**src/rtl/counter_timeout.sv**
```systemverilog
// Activity watchdog: counts consecutive idle (pulse low) cycles and raises done
// once the count reaches TIMEOUT, holding there until activity resumes.
module counter_timeout #(
  parameter int WIDTH   = 4,
  parameter int TIMEOUT = 10
) (
  input  logic             clk,
  input  logic             rst,
  input  logic             pulse,
  output logic [WIDTH-1:0] counter,
  output logic             done
);

  if (WIDTH < 2 || WIDTH > 16) begin : g_bad_width
    $fatal(1, "counter_timeout: WIDTH=%0d outside 2..16", WIDTH);
  end
  if (TIMEOUT < 1 || TIMEOUT >= (1 << WIDTH)) begin : g_bad_timeout
    $fatal(1, "counter_timeout: TIMEOUT=%0d outside 1..2^WIDTH-1", TIMEOUT);
  end

  localparam logic [WIDTH-1:0] TimeoutVal  = WIDTH'(TIMEOUT);
  localparam logic [WIDTH-1:0] TimeoutLast = WIDTH'(TIMEOUT - 1);

  typedef enum logic {
    COUNTING  = 1'b0,
    TIMED_OUT = 1'b1
  } state_t;

  state_t           state_q;
  logic [WIDTH-1:0] counter_q;
  logic             done_q;

  // Activity always wins; TIMED_OUT simply holds, so the count can never wrap.
  always_ff @(posedge clk or negedge rst) begin
    if (!rst) begin
      state_q   <= COUNTING;
      counter_q <= '0;
      done_q    <= 1'b0;
    end else if (pulse) begin
      state_q   <= COUNTING;
      counter_q <= '0;
      done_q    <= 1'b0;
    end else begin
      case (state_q)
        COUNTING: begin
          if (counter_q == TimeoutLast) begin
            state_q   <= TIMED_OUT;
            counter_q <= TimeoutVal;
            done_q    <= 1'b1;
          end else begin
            counter_q <= counter_q + 1'b1;
            done_q    <= 1'b0;
          end
        end
        TIMED_OUT: begin
          counter_q <= TimeoutVal;
          done_q    <= 1'b1;
        end
        default: begin
          state_q   <= COUNTING;
          counter_q <= '0;
          done_q    <= 1'b0;
        end
      endcase
    end
  end

  assign counter = counter_q;
  assign done    = done_q;

endmodule

```
**config.mk**
```make
export PLATFORM = sky130hd
export DESIGN_NAME = counter_timeout
export DESIGN_NICKNAME = d
export VERILOG_FILES = /design/src/rtl/counter_timeout.sv
export SDC_FILE = /design/constraint.sdc
export NUM_CORES = 1
export LEC_CHECK = 0
export CORE_AREA = 4 4 41 43
export CTS_BUF_LIST = sky130_fd_sc_hd__clkbuf_8
export DETAILED_ROUTE_END_ITERATION = 12
export DIE_AREA = 0 0 45 47
export PLACE_DENSITY = 0.37
export SETUP_SLACK_MARGIN = 0.02
export SLEW_MARGIN = 15
export SYNTH_ARGS = -nofsm -noshare
export SYNTH_HDL_FRONTEND = slang
export SYNTH_SLANG_ARGS = --single-unit
```
**constraint.sdc**
```tcl
create_clock -name clk -period 3 [get_ports clk]
set_input_delay 0.6 -clock clk [delete_from_list [all_inputs] [get_ports clk]]
set_output_delay 0.6 -clock clk [all_outputs]
set_load 0.03 [all_outputs]
```
==> impl_metrics.env <==
export IMPL_dp_cells=42
export IMPL_setup_tns_ps=0
export IMPL_die_area_sq_um=2120
export IMPL_numCtsBuffers=3
export IMPL_status="complete, no violations"
export IMPL_post_cts_buffers=0
export IMPL_synth_compound_area_share=0.0794
export IMPL_clock_sinks=5
export IMPL_cp_max_fo=5
export IMPL_yosysUniqueCellTypes=13
export IMPL_wire_per_inst_microns=9.83
export IMPL_cp_start_kind="flip-flop"
export IMPL_drive_gt1_frac=0.194
export IMPL_vias=185
export IMPL_avgSynthCellArea_sq_um=11.8
export IMPL_drcViolationCount=0
export IMPL_place_congestion=0.763
export IMPL_drt_pass1_iter_count=4
export IMPL_htreeDepth=1
export IMPL_postRouteAntennaNets=0
export IMPL_period_share=0.646
export IMPL_worstMarginPinSlew_ps=309
export IMPL_nNetsFinal=37
export IMPL_io_pins=8
export IMPL_max_cap_violations=0
export IMPL_rsz0062_at_grt="false"
export IMPL_tritoncts="built"
export IMPL_power_leakage_nw=0.161
export IMPL_drt_vias_per_instance=4.02
export IMPL_n_antenna_cell=0
export IMPL_row_count=13
export IMPL_synthToLayoutAreaGrowth_pct=56.6
export IMPL_synthesis_area_sq_um=236
export IMPL_worst_path_buf_inv=1
export IMPL_io_buffer_count=7
export IMPL_path_delay_family="buffers and inverters"
export IMPL_drt_iter0_markers=4
export IMPL_synthMuxAreaShare=0.0423
export IMPL_fin_area_sq_um=370
export IMPL_first_global_vias=197
export IMPL_peakVddDrop_uv=225
export IMPL_grt_pass1_wl_microns=848
export IMPL_grt_overflow=0
export IMPL_post_dp_cell_area_sq_um=325
export IMPL_syn_nets=25
export IMPL_final_cells=46
export IMPL_dp_hpwl_microns=372
export IMPL_die_h_microns=47
export IMPL_core_area_sq_um=1300
export IMPL_fmax_ghz=0.516
export IMPL_netlist_area_leader_share=0.529
export IMPL_antenna_found_initial=0
export IMPL_r2r_cells=4
export IMPL_clk_pin_slew_ps=40
export IMPL_min_path_type="flip-flop to flip-flop"
export IMPL_setup_viol=0
export IMPL_yosys_area_share_simple=0.175
export IMPL_yosys_area_top_type="dfrtp_1"
export IMPL_ys_warn_count=0
export IMPL_cp_arrival_ps=1340
export IMPL_whs_ps=529
export IMPL_seq_area_frac_synth=0.529
export IMPL_cpMaxStageDelayCell="clkdlybuf4s50_1"
export IMPL_path_class="flip-flop to primary output"
export IMPL_synth_xor_area_share=0.0370
export IMPL_clk_insertion_delay_late_ps=220
export IMPL_hold_buffers=0
export IMPL_p_per_area_nw_per_um2=615
export IMPL_synth_cells=20
export IMPL_initial_core_util=0.182
export IMPL_reg2reg_from="counter[0]"
export IMPL_cts_max_path_buffers=2
export IMPL_relSlewSlack=0.793
export IMPL_slowest_delay_ps=700
export IMPL_hold_path_cell_count=1
export IMPL_r2r_end="counter[3]"
export IMPL_synth_fa_ha_area_frac=0.106
export IMPL_ys_ff_latch=5
export IMPL_final_setup_skew_ps=3.27
export IMPL_synthTopCellsByArea="dfrtp_1, ha_1, nor4_2"
export IMPL_cts_resized=0
export IMPL_grt_max_degree=6
export IMPL_hp_start="counter[0]"
export IMPL_period_minus_slack_ps=1940
export IMPL_hold_end="counter[0]"
export IMPL_track_usage=0.0571
export IMPL_synth_top_family_by_area="simple AND/OR/NAND/NOR gates"
export IMPL_critical_path_required_ps=2400
export IMPL_hold_viol=0
export IMPL_r2r_slack_ps=1830
export IMPL_die_width_microns=45
export IMPL_wirelength_microns=452
export IMPL_cts_root_buffer="clkbuf_8"
export IMPL_cp_cell_sequence="clkdlybuf4s50_1"
export IMPL_slew_viol_final=0
export IMPL_end_kind="primary output"
[flip-flops by register name, summed over array words and instances (netlist names)]
signal	count
counter	4
done	1
[worst max-delay path by stage]
stage,depth (start not counted),startpoint,endpoint,slack [ps]
3_3_place_gp,1,done,done,1280
2_1_floorplan,5,counter[1],counter[3],1740
4_1_cts,1,counter[0],counter[0],1060
3_5_place_dp,1,counter[0],counter[0],1290
5_1_grt,1,counter[3],counter[3],1020
6_report,1,done,done,1060
[layer usage]
layer / vias to the layer above / global-route usage / share of wire
li1: 91 / - / -
met4: 0 / 0.0351 / 0
met3: 0 / 0.0268 / 0.075
met5: - / 0 / 0
met1: 88 / 0.0714 / 0.50
met2: 6 / 0.0791 / 0.42
[report_power, final]
part / internal, W / switching (W) / leakage, nW
registers: 0.0000721 / 0.00000525 / 0.0673
logic: 0.0000146 / 0.0000169 / 0.0671
clock network: 0.0000876 / 0.0000312 / 0.0269
total: 0.000174 / 0.0000534 / 0.161
[cell families after synthesis]
| family | count (synthesis) |
|---|---|
| AOI/OAI and AO/OA | 3 |
| DFF | 5 |
| and+or+nand+nor | 6 |
| xor gates and xnor gates | 1 |
| buffers and inverters | 2 |
| adders and majority gates | 2 |
| muxes | 1 |
[cells in the final DEF (no fill, tap or decap)]
master	instances
a21oi_1	2
a21oi_2	1
and3b_1	1
clkbuf_8	3
clkdlybuf4s50_1	7
dfrtp_1	5
ha_1	2
inv_1	3
mux2i_1	1
nand3_1	1
nor2_1	1
nor2_2	1
nor3_1	1
nor4_2	1
xor2_1	1
[through the flow]
step	worst slack (ps)	total power [W]	util
2_1_floorplan	1740	0.0000942	-
3_3_place_gp	1280	0.000110	0.250
3_5_place_dp	1290	0.000111	0.250
4_1_cts	1060	0.000232	0.285
5_1_grt	1020	0.000243	0.285
6_report	1060	0.000228	0.285
[cell type report]
cell class / instances / area [sq um]
well taps: 15 / 18.8
fillers: 145 / 931
inverters: 2 / 7.51
flip-flops and latches: 5 / 125
clock inverters: 1 / 3.75
repair buffers: 7 / 70.1
clock buffers: 3 / 41.3
multi-input cells: 13 / 104
[synth_stat cells]
master / instances
nand3_1: 1
a21oi_2: 1
xor2_1: 1
a21oi_1: 2
ha_1: 2
and3b_1: 1
nor3_1: 1
nor2_2: 1
dfrtp_1: 5
nor2_1: 1
inv_1: 2
mux2i_1: 1
nor4_2: 1
(Power assumes the default switching activity.)
